`config.mk`:
```
export PLATFORM = sky130hd
export DESIGN_NAME = mips_multicycle_ctrl
export DESIGN_NICKNAME = d
export VERILOG_FILES = /design/src/rtl/mips_ctrl_pkg.sv /design/src/rtl/mips_perf_counters.sv /design/src/rtl/mips_multicycle_ctrl.sv
export SDC_FILE = /design/constraint.sdc
export NUM_CORES = 1
export LEC_CHECK = 0
export ABC_AREA = 0
export CAP_MARGIN = 10
export CORE_MARGIN = 4
export CORE_UTILIZATION = 25
export CTS_BUF_LIST = sky130_fd_sc_hd__clkbuf_4 sky130_fd_sc_hd__clkbuf_8
export CTS_CLUSTER_DIAMETER = 150
export DETAILED_ROUTE_END_ITERATION = 6
export GPL_TIMING_DRIVEN = 0
export PLACE_DENSITY_LB_ADDON = 0.05
export SLEW_MARGIN = 20
export SYNTH_ARGS = -nofsm -noshare
export SYNTH_HDL_FRONTEND = slang
export SYNTH_SLANG_ARGS = --single-unit
```
`constraint.sdc`:
```
create_clock -name clk -period 5.6 [get_ports clk]
set_clock_uncertainty 0.2 [all_clocks]
set_input_delay 1.4 -clock clk [delete_from_list [all_inputs] [get_ports clk]]
set_output_delay 1.4 -clock clk [all_outputs]
set_load 0.05 [all_outputs]
```
`src/rtl/mips_ctrl_pkg.sv`:
```
// Shared definitions for the multi-cycle MIPS control FSM: state encoding,
// opcode constants and the datapath mux-select encodings.
package mips_ctrl_pkg;

  typedef enum logic [3:0] {
    S_IDLE     = 4'd0,
    S_FETCH    = 4'd1,
    S_DECODE   = 4'd2,
    S_MEM_ADDR = 4'd3,
    S_MEM_RD   = 4'd4,
    S_MEM_WB   = 4'd5,
    S_MEM_WR   = 4'd6,
    S_EXEC     = 4'd7,
    S_R_WB     = 4'd8,
    S_BRANCH   = 4'd9,
    S_JUMP     = 4'd10,
    S_ADDI_EX  = 4'd11,
    S_ADDI_WB  = 4'd12
  } state_e;

  localparam logic [5:0] OP_RTYPE = 6'h00;
  localparam logic [5:0] OP_LW    = 6'h23;
  localparam logic [5:0] OP_SW    = 6'h2B;
  localparam logic [5:0] OP_BEQ   = 6'h04;
  localparam logic [5:0] OP_J     = 6'h02;
  localparam logic [5:0] OP_ADDI  = 6'h08;

  typedef enum logic [1:0] {
    ALUB_RT      = 2'b00,
    ALUB_FOUR    = 2'b01,
    ALUB_IMM     = 2'b10,
    ALUB_IMM_SH2 = 2'b11
  } alu_src_b_e;

  typedef enum logic [1:0] {
    ALU_ADD   = 2'b00,
    ALU_SUB   = 2'b01,
    ALU_FUNCT = 2'b10
  } alu_op_e;

  typedef enum logic [1:0] {
    PC_ALU    = 2'b00,
    PC_ALUOUT = 2'b01,
    PC_JUMP   = 2'b10
  } pc_src_e;

  // Every datapath select and enable the FSM drives, in one bundle.
  typedef struct packed {
    logic       pc_write;
    logic       pc_write_cond;
    logic       i_or_d;
    logic       mem_read;
    logic       mem_write;
    logic       ir_write;
    logic       mem_to_reg;
    logic       reg_dst;
    logic       reg_write;
    logic       alu_src_a;
    alu_src_b_e alu_src_b;
    alu_op_e    alu_op;
    pc_src_e    pc_source;
  } ctrl_t;

  function automatic logic is_supported(input logic [5:0] op);
    return (op == OP_RTYPE) || (op == OP_LW) || (op == OP_SW) ||
           (op == OP_BEQ)   || (op == OP_J)  || (op == OP_ADDI);
  endfunction

endpackage

```
`src/rtl/mips_perf_counters.sv`:
```
// Cycle and retired-instruction counters for the multi-cycle controller.
// Both wrap freely; cycles are not counted while the FSM sits in IDLE.
module mips_perf_counters #(
  parameter int CNT_W = 32
) (
  input  logic             clk,
  input  logic             rst_n,
  input  logic             in_idle,
  input  logic             retire,
  output logic [CNT_W-1:0] cycle_cnt,
  output logic [CNT_W-1:0] instr_cnt
);

  // NOTE: sequential state is written with non-blocking (<=) assignments so
  // every flop samples pre-edge values regardless of block ordering.
  always_ff @(posedge clk or negedge rst_n) begin
    if (!rst_n) begin
      cycle_cnt <= '0;
      instr_cnt <= '0;
    end else begin
      if (!in_idle) cycle_cnt <= cycle_cnt + CNT_W'(1);
      if (retire)   instr_cnt <= instr_cnt + CNT_W'(1);
    end
  end

endmodule

```
`src/rtl/mips_multicycle_ctrl.sv`:
```
// Main control FSM of the multi-cycle MIPS datapath: Moore output decode with
// ready-gated PC/IR loads in FETCH, memory-ready stalls and perf counters.
module mips_multicycle_ctrl
  import mips_ctrl_pkg::*;
#(
  parameter int CNT_W = 32
) (
  input  logic             clk,
  input  logic             rst_n,
  input  logic [5:0]       opcode,
  input  logic             mem_ready,
  output logic             pc_write,
  output logic             pc_write_cond,
  output logic             i_or_d,
  output logic             mem_read,
  output logic             mem_write,
  output logic             ir_write,
  output logic             mem_to_reg,
  output logic             reg_dst,
  output logic             reg_write,
  output logic             alu_src_a,
  output logic [1:0]       alu_src_b,
  output logic [1:0]       alu_op,
  output logic [1:0]       pc_source,
  output logic             illegal_op,
  output logic [CNT_W-1:0] cycle_cnt,
  output logic [CNT_W-1:0] instr_cnt
);

  state_e state, next_state;
  ctrl_t  ctl;
  logic   retire;

  always_ff @(posedge clk or negedge rst_n) begin
    if (!rst_n) state <= S_IDLE;
    else        state <= next_state;
  end

  always_ff @(posedge clk or negedge rst_n) begin
    if (!rst_n)                                         illegal_op <= 1'b0;
    else if (state == S_DECODE && !is_supported(opcode)) illegal_op <= 1'b1;
  end

  // Outputs depend on state only (plus mem_ready in FETCH), so an async reset
  // drops every enable in the same instant the state returns to IDLE.
  always_comb begin
    // NOTE: every signal gets a default before the case so no path leaves
    // one unassigned, which would otherwise infer a latch.
    next_state = state;
    ctl        = '0;
    retire     = 1'b0;
    case (state)
      S_IDLE: next_state = S_FETCH;
      S_FETCH: begin
        ctl.mem_read  = 1'b1;
        ctl.alu_src_b = ALUB_FOUR;
        ctl.alu_op    = ALU_ADD;
        ctl.pc_source = PC_ALU;
        ctl.pc_write  = mem_ready;
        ctl.ir_write  = mem_ready;
        if (mem_ready) next_state = S_DECODE;
      end
      S_DECODE: begin
        ctl.alu_src_b = ALUB_IMM_SH2;
        case (opcode)
          OP_LW, OP_SW: next_state = S_MEM_ADDR;
          OP_RTYPE:     next_state = S_EXEC;
          OP_BEQ:       next_state = S_BRANCH;
          OP_J:         next_state = S_JUMP;
          OP_ADDI:      next_state = S_ADDI_EX;
          default:      next_state = S_FETCH;
        endcase
      end
      S_MEM_ADDR: begin
        ctl.alu_src_a = 1'b1;
        ctl.alu_src_b = ALUB_IMM;
        next_state    = (opcode == OP_SW) ? S_MEM_WR : S_MEM_RD;
      end
      S_MEM_RD: begin
        ctl.i_or_d   = 1'b1;
        ctl.mem_read = 1'b1;
        if (mem_ready) next_state = S_MEM_WB;
      end
      S_MEM_WB: begin
        ctl.reg_write  = 1'b1;
        ctl.mem_to_reg = 1'b1;
        retire         = 1'b1;
        next_state     = S_FETCH;
      end
      S_MEM_WR: begin
        ctl.i_or_d    = 1'b1;
        ctl.mem_write = 1'b1;
        if (mem_ready) begin
          retire     = 1'b1;
          next_state = S_FETCH;
        end
      end
      S_EXEC: begin
        ctl.alu_src_a = 1'b1;
        ctl.alu_src_b = ALUB_RT;
        ctl.alu_op    = ALU_FUNCT;
        next_state    = S_R_WB;
      end
      S_R_WB: begin
        ctl.reg_write = 1'b1;
        ctl.reg_dst   = 1'b1;
        retire        = 1'b1;
        next_state    = S_FETCH;
      end
      S_BRANCH: begin
        ctl.alu_src_a     = 1'b1;
        ctl.alu_src_b     = ALUB_RT;
        ctl.alu_op        = ALU_SUB;
        ctl.pc_write_cond = 1'b1;
        ctl.pc_source     = PC_ALUOUT;
        retire            = 1'b1;
        next_state        = S_FETCH;
      end
      S_JUMP: begin
        ctl.pc_write  = 1'b1;
        ctl.pc_source = PC_JUMP;
        retire        = 1'b1;
        next_state    = S_FETCH;
      end
      S_ADDI_EX: begin
        ctl.alu_src_a = 1'b1;
        ctl.alu_src_b = ALUB_IMM;
        next_state    = S_ADDI_WB;
      end
      S_ADDI_WB: begin
        ctl.reg_write = 1'b1;
        retire        = 1'b1;
        next_state    = S_FETCH;
      end
      default: next_state = S_IDLE;
    endcase
  end

  assign pc_write      = ctl.pc_write;
  assign pc_write_cond = ctl.pc_write_cond;
  assign i_or_d        = ctl.i_or_d;
  assign mem_read      = ctl.mem_read;
  assign mem_write     = ctl.mem_write;
  assign ir_write      = ctl.ir_write;
  assign mem_to_reg    = ctl.mem_to_reg;
  assign reg_dst       = ctl.reg_dst;
  assign reg_write     = ctl.reg_write;
  assign alu_src_a     = ctl.alu_src_a;
  assign alu_src_b     = ctl.alu_src_b;
  assign alu_op        = ctl.alu_op;
  assign pc_source     = ctl.pc_source;

  mips_perf_counters #(.CNT_W(CNT_W)) u_perf (
    .clk       (clk),
    .rst_n     (rst_n),
    .in_idle   (state == S_IDLE),
    .retire    (retire),
    .cycle_cnt (cycle_cnt),
    .instr_cnt (instr_cnt)
  );

endmodule

```
After elaboration in Yosys (flattened, before gate mapping)
Index checks and enable logic that the tools add are counted.
{ "op_classes": {"add_sub_neg": 2, "n_mul": 0, "n_div": 0, "order_cmp": 0, "n_eq_ne": 20, "shift": 0, "mux": 21, "bitwise_logic": 0, "reduce_logical": 18} }
{ "op_table": {"columns": ["operator", "n"], "rows": [
  ["adder 32 x 1 -> 32 bit (second input constant)", 2],
  ["case mux 4 bit (8 select lines)", 1],
  ["== test 4 bit (second input constant)", 5],
  ["case mux 4 bit (5 select lines)", 1],
  ["== test 4 x 3 -> 1 bit (second input constant)", 4],
  ["== test 6 bit (second input constant)", 2],
  ["2-to-1 mux 4 bit", 3],
  ["2-to-1 mux 1 bit", 10],
  ["== test 4 x 2 -> 1 bit (second input constant)", 2],
  ["case mux 2 bit (2 select lines)", 2],
  ["OR reduction 2 bit", 4],
  ["== test 6 x 2 -> 1 bit (second input constant)", 1],
  ["== test 6 x 3 -> 1 bit (second input constant)", 1],
  ["== test 6 x 4 -> 1 bit (second input constant)", 1],
  ["zero test 6 bit", 1],
  ["inequality test 2 bit (second input constant)", 3],
  ["case mux 2 bit (3 select lines)", 1],
  ["OR reduction 6 bit", 1],
  ["logical OR 1 bit", 5],
  ["OR reduction 5 bit", 1],
  ["== test 4 x 1 -> 1 bit (second input constant)", 1],
  ["zero test 4 bit", 1],
  ["case mux 1 bit (2 select lines)", 2],
  ["OR reduction 4 bit", 1],
  ["other kinds (5)", 5]
]} }
{ "word_totals": {"ff_bits": 69, "latch_bits": 0, "ram_bits": 0, "mem_bits_ro": 0, "in_bits": 9, "output_inout_bits": 81, "wordCells": 65, "n_memories": 0} }

Depth between registers and ports, before layout
Gate-level depths: netlist of the first run.
{ "depth": {"depth_word": 8, "mapped_depth": 6, "depth_no_buf": 6} }

Hierarchy
From an unflattened synthesis of the first run, not the netlist that was laid out.
{ "hier_totals": {"cells_unflattened": 343, "hier_area_um2": 3553.4} }
{ "by_module_without_submodules": {"columns": ["module", "n_inst", "cells_per_inst", "area_each_um2", "seq_area_each_um2"], "rows": [
  ["mips_perf_counters", 1, 259, 2955.3, 1601.5],
  ["mips_multicycle_ctrl", 1, 84, 598.1, 125.1]
]} }

Least setup slack after synthesis of the first run
Ideal clock, no wire load.
{ "synth_timing": {"path_kind": "in2out", "from": "input mem_ready", "to": "output pc_write", "arrival_time_ps": 3014, "required_time_ps": 4000, "slack_ps": 986, "cell_stages": 3, "n_path_buf": 0, "cell_sequence": "inv_1 -> nor3_1 -> or2_2"} }
{ "synth_between": {"elab_chain_cells": 1} }
{ "synth_rtl": {"columns": ["item", "line_no", "text"], "rows": [
  ["start, declared", "mips_multicycle_ctrl.sv:11", "input logic mem_ready,"],
  ["case mux 1 bit (2 select lines)", "mips_multicycle_ctrl.sv:52", "case (state)"],
  ["end, declared", "mips_multicycle_ctrl.sv:12", "output logic pc_write,"]
]} }
No other way between the ends.

Final worst setup path of the first run
Ends and elaborated chain as after synthesis.

==> results of run 1 <==
## kinds of logic (layout without fill, tap and decap cells)
family | count (synthesis) | after routing | synth area share [%]
simple gates | 151 | 151 | 25.5
flops | 69 | 69 | 48.7
xor+xnor | 64 | 64 | 15.8
compound gates | 27 | 27 | 5.86
buf+inv | 18 | 121 | 2.22
fa+ha+maj | 4 | 4 | 1.30
mux | 2 | 2 | 0.635
## power by group through the flow
stage	Sequential [uW]	Combinational, uW	Clock (uW)
6_report	631	820	406
5_1_grt	644	877	449
2_1_floorplan	767	433	0
3_3_place_gp	643	823	0
3_5_place_dp	641	828	0
4_1_cts	633	833	429
## final cells by class
class | instances | area share, %
multi-input cells | 248 | 35.8
flip-flops and latches | 69 | 35.5
repair buffers | 89 | 18.5
well taps | 180 | 4.64
clock buffers | 12 | 3.14
plain buffers | 11 | 1.08
clock inverters | 2 | 0.721
inverters | 7 | 0.541
## metrics by stage
stage          cell area, um2  setup slack [ns]  hold slack [ns]  std cells
3_3_place_gp             4650             0.217            0.258        603
4_1_cts                  4860             0.683            0.275        618
3_5_place_dp             4670             0.700            0.262        604
6_report                 4860             0.699            0.265        618
2_1_floorplan            3550             0.986            0.442        335
5_1_grt                  4860             0.597            0.298        618
## sequential cells by signal, summed over array words and instances (netlist names)
signal and count:
illegal_op 1, state 4, u_perf.cycle_cnt 32, u_perf.instr_cnt 32
## per-layer routing
metal	track usage, %	vias to the layer above
li1	-	1377
met1	15.1	1371
met2	17.9	69
met3	4.43	12
met4	4.73	0
met5	0	-
## worst paths after layout
kind                       depth (start not counted)                               end                             start  slack, ns
setup / recovery                                   5                          pc_write                         mem_ready       0.70
hold / removal                                     1  u_perf.cycle_cnt[31]$_DFFE_PN0N_  u_perf.cycle_cnt[31]$_DFFE_PN0N_       0.27
setup reg to reg                                   6  u_perf.cycle_cnt[28]$_DFFE_PN0N_   u_perf.cycle_cnt[0]$_DFFE_PN0N_       3.44
hold reg to reg                                    1  u_perf.cycle_cnt[31]$_DFFE_PN0N_  u_perf.cycle_cnt[31]$_DFFE_PN0N_       0.27
max in group asynchronous                          2  u_perf.instr_cnt[19]$_DFFE_PN0P_                             rst_n       3.84
min in group asynchronous                          1   u_perf.cycle_cnt[5]$_DFFE_PN0N_                             rst_n       0.79
## synth_stat cells, drive strengths merged, types with 3 or more instances
| library cell | instances |
|---|---|
| a21oi | 7 |
| and3 | 10 |
| and4 | 5 |
| buf | 6 |
| clkbuf | 5 |
| dfrtp | 69 |
| inv | 7 |
| nand2 | 24 |
| nand2b | 4 |
| nand3 | 24 |
| nand4 | 22 |
| nor2 | 30 |
| nor2b | 4 |
| nor3 | 9 |
| nor4 | 8 |
| o21ai | 6 |
| or3 | 3 |
| xnor2 | 44 |
| xor2 | 20 |
==> impl_metrics.yaml, run 1 <==
synthesis:
  yosysSeqAreaShare_pct: 48.7
  synth_area_mm2: 0.00355
  yosysTopAreaCell: "dfrtp_1"
  syn_nets: 346
  synth_warnings: 0
  yosysTopAreaCellShare_pct: 48.7
  synth_edf_count: 0
  synthCells: 335
  ys_async_sr_fraction_pct: 100
  synth-seq-cells: 69
  synth_cell_types: 54
  avgSynthCellArea_um2: 10.6
  synthFlopType: "dfrtp_1"
  ys_top_cells_by_area: "dfrtp_1 49%, xnor2_1 11%, xor2_1 4.9%, nand4_1 3.5%, nand3_1 3.2%"
drt:
  top_layer_used: "met4"
  avgViaCountPerCell: 4.58
  post_drt_wl_per_cell_um: 14.7
  drtAntennaViolNets: 0
  wl_met3_um: 568
  drtIter0Drc: 92
  met1_length_um: 4210
  dr.pass1.iters: 4
  dr_wl_met2_um: 4130
  drcViolationCount: 0
  totalWireLength_um: 9080
  vias: 2829
clock_network:
  post_cts_buffers: 0
  cts_root_buffer: "clkbuf_8"
  cts_sinks: 69
  cts_max_path_buffers: 2
  clkSlewWorstSetupHoldPaths_ns: 0.07
  holdBufCountCts: 0
  cts_buffers: 9
  h-tree-depth: 3
  cts_tree: "built"
  cts_resized: 0
  clk_latency_ns: 0.36
power:
  p_total_uw: 1860
  internal_power_uw: 1050
  combPwrFrac_pct: 44.2
  clockPowerShare_pct: 21.8
  peakVddDrop_v: 0.000407
  powerDensity_mw_per_mm2: 382
  p_seq_share_pct: 34.0
  switchingPower_uw: 802
  switching_share_pct: 43.2
  p_leak_uw: 0.00203
die:
  io_pins: 90
  die_h_um: 127
  dieArea_mm2: 0.0162
  core_mm2: 0.0139
  fp.dieW_um: 127
  row_count: 43
  initial_utilization_pct: 25.6
grt:
  grt.total_usage_pct: 11.7
  grt_max_degree: 37
  grt_overflow: 0
  grt_first_pass_wirelength_um: 15000
  grt_pass1_vias: 2907
  antenna_found_initial: 0
worst_setup_path:
  end_kind: "output port"
  critPathLaunchType: "input pin"
  path_common_cell: "clkdlybuf4s50_1"
  critical_path.max_stage_delay_ns: 0.79
  crit_slowest_cell: "clkdlybuf4s50_1"
  critPathBufInv: 3
  path_cells: "clkdlybuf4s50_1 -> inv_1 -> nor3_1 -> or2_2 -> clkdlybuf4s50_1"
  cp_top_family: "buffers and inverters"
  cp_max_fo: 5
  critPathKind: "input pin to output port"
  worstPathRequired_ns: 4.00
  cp.arrival_ns: 3.30
finish:
  nets: 446
  multi_input_area_mm2: 0.00174
  drive_gt1_share_pct: 9.59
  ff_latch_area_mm2: 0.00173
  antennaDiodeCount: 0
  layout_common_cells: "87 x clkdlybuf4s50_1, 69 x dfrtp_1, 44 x xnor2_1, 30 x nor2_1, 24 x nand2_1"
  post-route-util_pct: 35.0
  syn_to_final_growth_pct: 37.0
  fillers: 1448
  layout_commonest_cell: "clkdlybuf4s50_1"
timing:
  hold_viol: 0
  setup_viol: 0
  max_freq_ghz: 0.204
  period_needed_ns: 4.90
  fin_crit_sh_pct: 87.5
  finalSetupTns_ns: 0
  maxSlewViolCount: 0
  grt_setup_unrepaired: "false"
  maxSlewHeadroom_pct: 63.2
  tightest_slew_ns: 0.550
flow_run:
  maxCapViolCount: 0
status:
  status: "finished clean"
placed_design:
  place.gp.congestion: 0.740
  io_buffers: 88
  hpwlAfterDp_um: 6670
hold_path:
  min_path_type: "register to register"
No activity file was read; power rests on OpenSTA's default activity.
==> inputs of run 2 (changes only) <==
CTS_BUF_LIST = sky130_fd_sc_hd__clkbuf_2   (was sky130_fd_sc_hd__clkbuf_4 sky130_fd_sc_hd__clkbuf_8)
==> impl_metrics.yaml, run 2 (synthesized netlist as in run 1, its figures left out) <==
status:
  status: "finished clean"
timing:
  maxSlewHeadroom_pct: 63.3
  tightest_slew_ns: 0.549
  hold_viol: 0
  finalSetupTns_ns: 0
  max_freq_ghz: 0.204
  fin_crit_sh_pct: 87.5
  period_needed_ns: 4.90
  hold-worst-slack_ns: 0.277
  grt_setup_unrepaired: "false"
  setup_viol: 0
  maxSlewViolCount: 0
grt:
  grt.total_usage_pct: 11.6
  grt_max_degree: 37
  antenna_found_initial: 0
  grt_overflow: 0
  grt_first_pass_wirelength_um: 15000
  grt_pass1_vias: 2899
worst_setup_path:
  end_kind: "output port"
  rr_worst_depth: 6
  cp_top_family: "buffers and inverters"
  worstPathRequired_ns: 4.00
  critPathBufInv: 3
  r2r_start: "u_perf.cycle_cnt[0]$_DFFE_PN0N_"
  critPathLaunchType: "input pin"
  path_cells: "clkdlybuf4s50_1 -> inv_1 -> nor3_1 -> or2_2 -> clkdlybuf4s50_1"
  crit_slowest_cell: "clkdlybuf4s50_1"
  ff2ff_setup_slack_ns: 3.41
  critical_path.max_stage_delay_ns: 0.79
  cp.arrival_ns: 3.30
  path_common_cell: "clkdlybuf4s50_1"
  critPathKind: "input pin to output port"
  cp_max_fo: 5
  reg2reg_to: "u_perf.cycle_cnt[28]$_DFFE_PN0N_"
die:
  fp.dieW_um: 127
  core_mm2: 0.0139
  dieArea_mm2: 0.0162
  die_h_um: 127
  row_count: 43
  initial_utilization_pct: 25.6
  io_pins: 90
placed_design:
  hpwlAfterDp_um: 6670
  io_buffers: 88
  dp_cells: 604
  place.gp.congestion: 0.740
finish:
  top_regs: "u_perf.cycle_cnt: 32 flops, u_perf.instr_cnt: 32 flops, state: 4 flops"
  fillers: 1464
  antennaDiodeCount: 0
  layout_common_cells: "87 x clkdlybuf4s50_1, 69 x dfrtp_1, 44 x xnor2_1, 30 x nor2_1, 24 x nand2_1"
  multi_input_area_mm2: 0.00174
  stdcell_count: 618
  nets: 446
  ff_latch_area_mm2: 0.00173
  drive_gt1_share_pct: 9.36
  layout_commonest_cell: "clkdlybuf4s50_1"
  syn_to_final_growth_pct: 34.3
hold_path:
  min_path_type: "register to register"
  whs_path_depth: 1
  hp-start: "u_perf.cycle_cnt[31]$_DFFE_PN0N_"
  min_to: "u_perf.cycle_cnt[31]$_DFFE_PN0N_"
clock_network:
  cts_sinks: 69
  cts_resized: 0
  cts_root_buffer: "clkbuf_2"
  post_cts_buffers: 0
  cts_tree: "built"
  cts_buffers: 9
  clkSlewWorstSetupHoldPaths_ns: 0.17
  h-tree-depth: 3
  holdBufCountCts: 0
  cts_max_path_buffers: 2
  clk_latency_ns: 0.53
drt:
  avgViaCountPerCell: 4.56
  vias: 2821
  totalWireLength_um: 9070
  drtIter0Drc: 100
  dr.pass1.iters: 4
  post_drt_wl_per_cell_um: 14.7
  drtAntennaViolNets: 0
  drcViolationCount: 0
power:
  p_leak_uw: 0.00200
  peakVddDrop_v: 0.000406
  powerDensity_mw_per_mm2: 362
flow_run:
  maxCapViolCount: 0
[run 2: changes by cell type in the layout (fill, tap and decap cells not counted), sizes merged]
cell and delta:
clkinv +1, clkbuf -1
[run 2: stage by stage]
step	total power [uW]	setup slack [ns]	utilization, %	cell area (um2)
detailed placement	1470	0.700	33.6	4670
floorplan	1200	0.986	-	3550
global route	1830	0.597	34.3	4760
CTS	1760	0.683	34.3	4760
finish	1720	0.698	34.3	4760
global placement	1470	0.217	33.5	4650
[run 2: how the worst max path moves through the flow]
stage,startpoint,endpoint,cells past startpoint
3_5_place_dp,mem_ready,pc_write,5
5_1_grt,mem_ready,pc_write,5
2_1_floorplan,mem_ready,pc_write,3
4_1_cts,mem_ready,pc_write,5
3_3_place_gp,rst_n,u_perf.instr_cnt[9]$_DFFE_PN0P_,1
6_report,mem_ready,pc_write,5
[run 2: cell type report]
type | count | area share (%)
tap | 180 | 4.73
timing repair buffer | 89 | 18.9
buffer | 11 | 1.10
sequential | 69 | 36.2
clock inverter | 3 | 0.814
inverter | 7 | 0.551
multi-input combinational | 248 | 36.6
clock buffer | 11 | 1.16
[run 2: report_power, final]
group	switching [uW]	total [uW]	internal (uW)
logic	540	820	280
clock network	172	272	100
registers	78.2	630	552
total	791	1720	932
[run 2: layer usage]
metal	GRT usage (%)	routed length, um	vias up
li1	-	-	1377
met5	0	0	-
met2	17.9	4150	74
met1	15.0	4250	1363
met4	3.22	93	0
met3	4.93	574	7
